--- src/rtl/fwd_pkg.sv ---
// fwd_pkg: forwarding select codes, shadow-stage records and forwarding priority helper
package fwd_pkg;
  localparam int ADDR_W = 5;
  localparam logic [ADDR_W-1:0] REG_ZERO = '0;
  typedef enum logic [1:0] {FWD_REG = 2'b00, FWD_WB = 2'b01, FWD_MEM = 2'b10} fwd_sel_e;
  typedef struct packed {
    logic [ADDR_W-1:0] rs;
    logic [ADDR_W-1:0] rt;
    logic [ADDR_W-1:0] rd;
    logic we;
    logic mr;
  } ex_stage_t;
  typedef struct packed {
    logic [ADDR_W-1:0] rd;
    logic we;
    logic mr;
  } mem_stage_t;
  typedef struct packed {
    logic [ADDR_W-1:0] rd;
    logic we;
  } wb_stage_t;
  function automatic fwd_sel_e fwd_sel(input mem_stage_t m, input wb_stage_t w, input logic [ADDR_W-1:0] r);
    return (m.we && m.rd != REG_ZERO && m.rd == r) ? FWD_MEM :
           (w.we && w.rd != REG_ZERO && w.rd == r) ? FWD_WB : FWD_REG;
  endfunction
endpackage

--- src/rtl/fwd_stage_reg.sv ---
// fwd_stage_reg: shadow pipeline stage register with hold, bubble insert and sync reset
module fwd_stage_reg #(
  parameter int W = 8
) (
  input  logic         clk,
  input  logic         rst,
  input  logic         hold,
  input  logic         bubble,
  input  logic [W-1:0] d,
  output logic [W-1:0] q
);
  always_ff @(posedge clk) q <= rst ? '0 : hold ? q : bubble ? '0 : d;
endmodule

--- src/rtl/fwd_hazard_unit.sv ---
// fwd_hazard_unit: EX forwarding selects and load-use stall; FWD_PERF_CNT_EN adds saturating stall/forward counters
module fwd_hazard_unit
  import fwd_pkg::*;
#(
  parameter int REG_ADDR_W = ADDR_W
`ifdef FWD_PERF_CNT_EN
  , parameter int CNT_W = 32
`endif
) (
  input  logic                  clock__i,
  input  logic                  reset__i,
  input  logic [REG_ADDR_W-1:0] idRs__i,
  input  logic [REG_ADDR_W-1:0] idRt__i,
  input  logic [REG_ADDR_W-1:0] idRd__i,
  input  logic                  idRegWrite__i,
  input  logic                  idMemRead__i,
  input  logic                  flush__i,
  input  logic                  freeze__i,
  output logic [1:0]            fwdSelA__o,
  output logic [1:0]            fwdSelB__o,
  output logic                  stall__o
`ifdef FWD_PERF_CNT_EN
  , output logic [CNT_W-1:0]    stallCnt__o
  , output logic [CNT_W-1:0]    fwdCnt__o
`endif
);
  ex_stage_t ex_d, ex_q;
  mem_stage_t mem_d, mem_q;
  wb_stage_t wb_d, wb_q;
  assign ex_d = '{rs: idRs__i, rt: idRt__i, rd: idRd__i, we: idRegWrite__i, mr: idMemRead__i};
  assign mem_d = '{rd: ex_q.rd, we: ex_q.we, mr: ex_q.mr};
  assign wb_d = '{rd: mem_q.rd, we: mem_q.we};
  assign stall__o = ex_q.mr && ex_q.rd != REG_ZERO && (ex_q.rd == idRs__i || ex_q.rd == idRt__i) && !flush__i;
  assign fwdSelA__o = fwd_sel(mem_q, wb_q, ex_q.rs);
  assign fwdSelB__o = fwd_sel(mem_q, wb_q, ex_q.rt);
  fwd_stage_reg #(.W($bits(ex_stage_t))) u_ex (
    .clk(clock__i), .rst(reset__i), .hold(freeze__i), .bubble(stall__o || flush__i), .d(ex_d), .q(ex_q)
  );
  fwd_stage_reg #(.W($bits(mem_stage_t))) u_mem (
    .clk(clock__i), .rst(reset__i), .hold(freeze__i), .bubble(1'b0), .d(mem_d), .q(mem_q)
  );
  fwd_stage_reg #(.W($bits(wb_stage_t))) u_wb (
    .clk(clock__i), .rst(reset__i), .hold(freeze__i), .bubble(1'b0), .d(wb_d), .q(wb_q)
  );
`ifdef FWD_PERF_CNT_EN
  always_ff @(posedge clock__i) begin
    if (reset__i) begin
      stallCnt__o <= '0;
      fwdCnt__o <= '0;
    end else if (!freeze__i) begin
      if (stall__o && !(&stallCnt__o)) stallCnt__o <= stallCnt__o + 1'b1;
      if ((|fwdSelA__o || |fwdSelB__o) && !(&fwdCnt__o)) fwdCnt__o <= fwdCnt__o + 1'b1;
    end
  end
`endif
endmodule

--- config.mk ---
export PLATFORM = sky130hd
export DESIGN_NAME = fwd_hazard_unit
export DESIGN_NICKNAME = d
export VERILOG_FILES = /design/src/rtl/fwd_pkg.sv /design/src/rtl/fwd_stage_reg.sv /design/src/rtl/fwd_hazard_unit.sv
export SDC_FILE = /design/constraint.sdc
export NUM_CORES = 1
export LEC_CHECK = 0
export CORE_ASPECT_RATIO = 0.9
export CORE_MARGIN = 5
export CORE_UTILIZATION = 30
export DETAILED_ROUTE_END_ITERATION = 6
export GPL_TIMING_DRIVEN = 1
export HOLD_SLACK_MARGIN = 0.05
export PLACE_DENSITY_LB_ADDON = 0.05
export SLEW_MARGIN = 10
export SYNTH_ARGS = -nofsm -noshare
export SYNTH_HDL_FRONTEND = slang
export SYNTH_HIERARCHICAL = 1
export SYNTH_SLANG_ARGS = --single-unit
--- constraint.sdc ---
create_clock -name clock__i -period 3.65 [get_ports clock__i]
set_input_delay 0.9125 -clock clock__i [delete_from_list [all_inputs] [get_ports clock__i]]
set_output_delay 0.9125 -clock clock__i [all_outputs]
set_load 0.05 [all_outputs]
==> metrics.cfg <==
[run_status]
run_status=complete, no violations

[floorplan]
core_sq_um=5290
core.rowCount=25
initial_utilization_pct=31.0
floorplan.io_pins=26
total_die_area_sq_um=7030
die-height_um=80.1
die_width_um=87.9

[global_routing]
initial_antenna_violation_count=0
total_gr_overflow=0
grt_max_degree=51
grt_first_pass_wirelength_um=6290
groute.usage.overall_pct=11.6
first_global_vias=1261

[detailed_routing]
routed_wirelength_um=3820
initialDrtViolationCount=33
detail_route.drc_violations=0
drtAntennaViolNets=0
detailedRoute.firstPassIterationCount=4
route.detailed.vias_per_inst=4.52
num_vias=1262
wl_per_cell_um=13.7

[clock_network]
cts_buffers=5
tritoncts_num_sinks=29
postCtsHoldBufs=0
cts_root_buffer=sky130_fd_sc_hd__clkbuf_8
path_clk_slew_ps=60
htree_levels=2
cts_tree=yes
resized_cells_post_cts=0
cts_setup_buffers=0
clock_latency_ps=270
cts-root-to-sink-buffers=2

[final_layout]
finalCoreUtilization_pct=38.3
fillCellCount=541
layout.cell_area.non_filler_sq_um=2020
final_cell_mix=29 x sky130_fd_sc_hd__nand2_1, 29 x sky130_fd_sc_hd__dfxtp_1, 24 x sky130_fd_sc_hd__xor2_1, 24 x sky130_fd_sc_hd__clkdlybuf4s50_1, 21 x sky130_fd_sc_hd__nand2b_1
multi_input_comb_area_sq_um=991
regArea_sq_um=581
final_nets=233
final_layout_size_suffix_gt1_share_pct=11.8
finalNonFillerCells=279
antenna-diode-count=0
area_growth_syn_to_layout_pct=23.7

[critical_path]
critical_path.cell_chain=or4_1, o21ai_2, nor4_1, nor4_2, clkdlybuf4s50_1
critical_path_peak_fanout=5
worst_path_dominant_cell_family=simple AND/OR/NAND/NOR gates
critical-path-max-stage-delay_ps=850
worstPathArrival_ps=2570
cp_class=register to primary output
worst-path-buf-inv=1
crit_path_launch_type=register
critical_path_required_ps=2740
worst_setup_path_end_kind=primary output
timing.critical_path.slowest_stage_cell=sky130_fd_sc_hd__clkdlybuf4s50_1

[power]
cellLeakagePower_nw=0.778
power_density_nw_per_um2=340
max-vdd-ir-drop_mv=0.159
design_power_total_w=0.000688

[sta]
report.final.setup_viol=0
hold_viol=0
totalNegativeSetupSlack_ps=0
timing.final.crit_period_ps=3480
maxClockFrequency_mhz=287
rsz0062_at_grt=false
worstMarginPinSlew_ps=504
slew_headroom_pct=66.3
skew_ps=4.20
share_of_the_clock_period_used_by_the_worst_path_pct=95.4
drv_slew=0

[place]
place_inst=272
dp_hpwl_um=2860
gp_congestion=0.813
place.port_buffers=25
detailed_place.area_sq_um=1940

[synthesis]
netlist_area_sq_um=1640
synth_area_per_cell_sq_um=9.04
netlist_instances=181
yosysWarningCount=6

[hold_path]
min_path_type=register to register

[run]
maxCapViolCount=0

stage by stage:
stage,setup WS (ps),hold slack [ps]
after floorplan,-10.7,431
after global placement,385,464
after detailed placement,401,464
after CTS,144,472
after global routing,65.0,495
final,169,465
power breakdown:
part | total, W | internal [W] | switching, W
Combinational | 0.0000875 | 0.0000470 | 0.0000406
Sequential | 0.000336 | 0.000325 | 0.0000111
Clock | 0.000264 | 0.000149 | 0.000115
flip-flops by register name (all words and copies together) (netlist names):
signal and flops:
u_wb/q 6, u_mem/q 6, u_ex/q 17
area by class of cell:
type                       count  area share (%)
multi-input combinational    148            48.9
timing repair buffer          28            14.0
sequential                    29            28.7
tap                           67            4.14
clock buffer                   7            4.26
tightest hold or removal path, delay by kind of cell, from the launching register on:
kind | cells | cell delay (ps)
flip-flops | 1 | 310
AO/OA/AOI/OAI | 1 | 50
AND/OR/NAND/NOR | 1 | 60
layer usage:
| layer | global-route usage, % | part of all wire (%) | vias up | routed length, um |
|---|---|---|---|---|
| met3 | 3.90 | 4.9 | 5 | 187 |
| li1 | - | - | 676 | - |
| met1 | 14.4 | 47 | 555 | 1800 |
| met2 | 18.7 | 47 | 26 | 1790 |
| met4 | 3.83 | 1.2 | 0 | 44 |
| met5 | 0 | 0 | - | 0 |
final timing paths:
kind	start	end	slack (ps)	cells past startpoint
worst max-delay path	u_mem/q[3]	fwdSelA__o[0]	170	5
worst min-delay path	u_wb/q[0]	u_wb/q[0]	470	2
worst max register to register	u_ex/q[3]	u_ex/q[16]	1550	6
worst min register to register	u_wb/q[0]	u_wb/q[0]	470	2
Note: power is estimated with default switching activity, not from simulation.
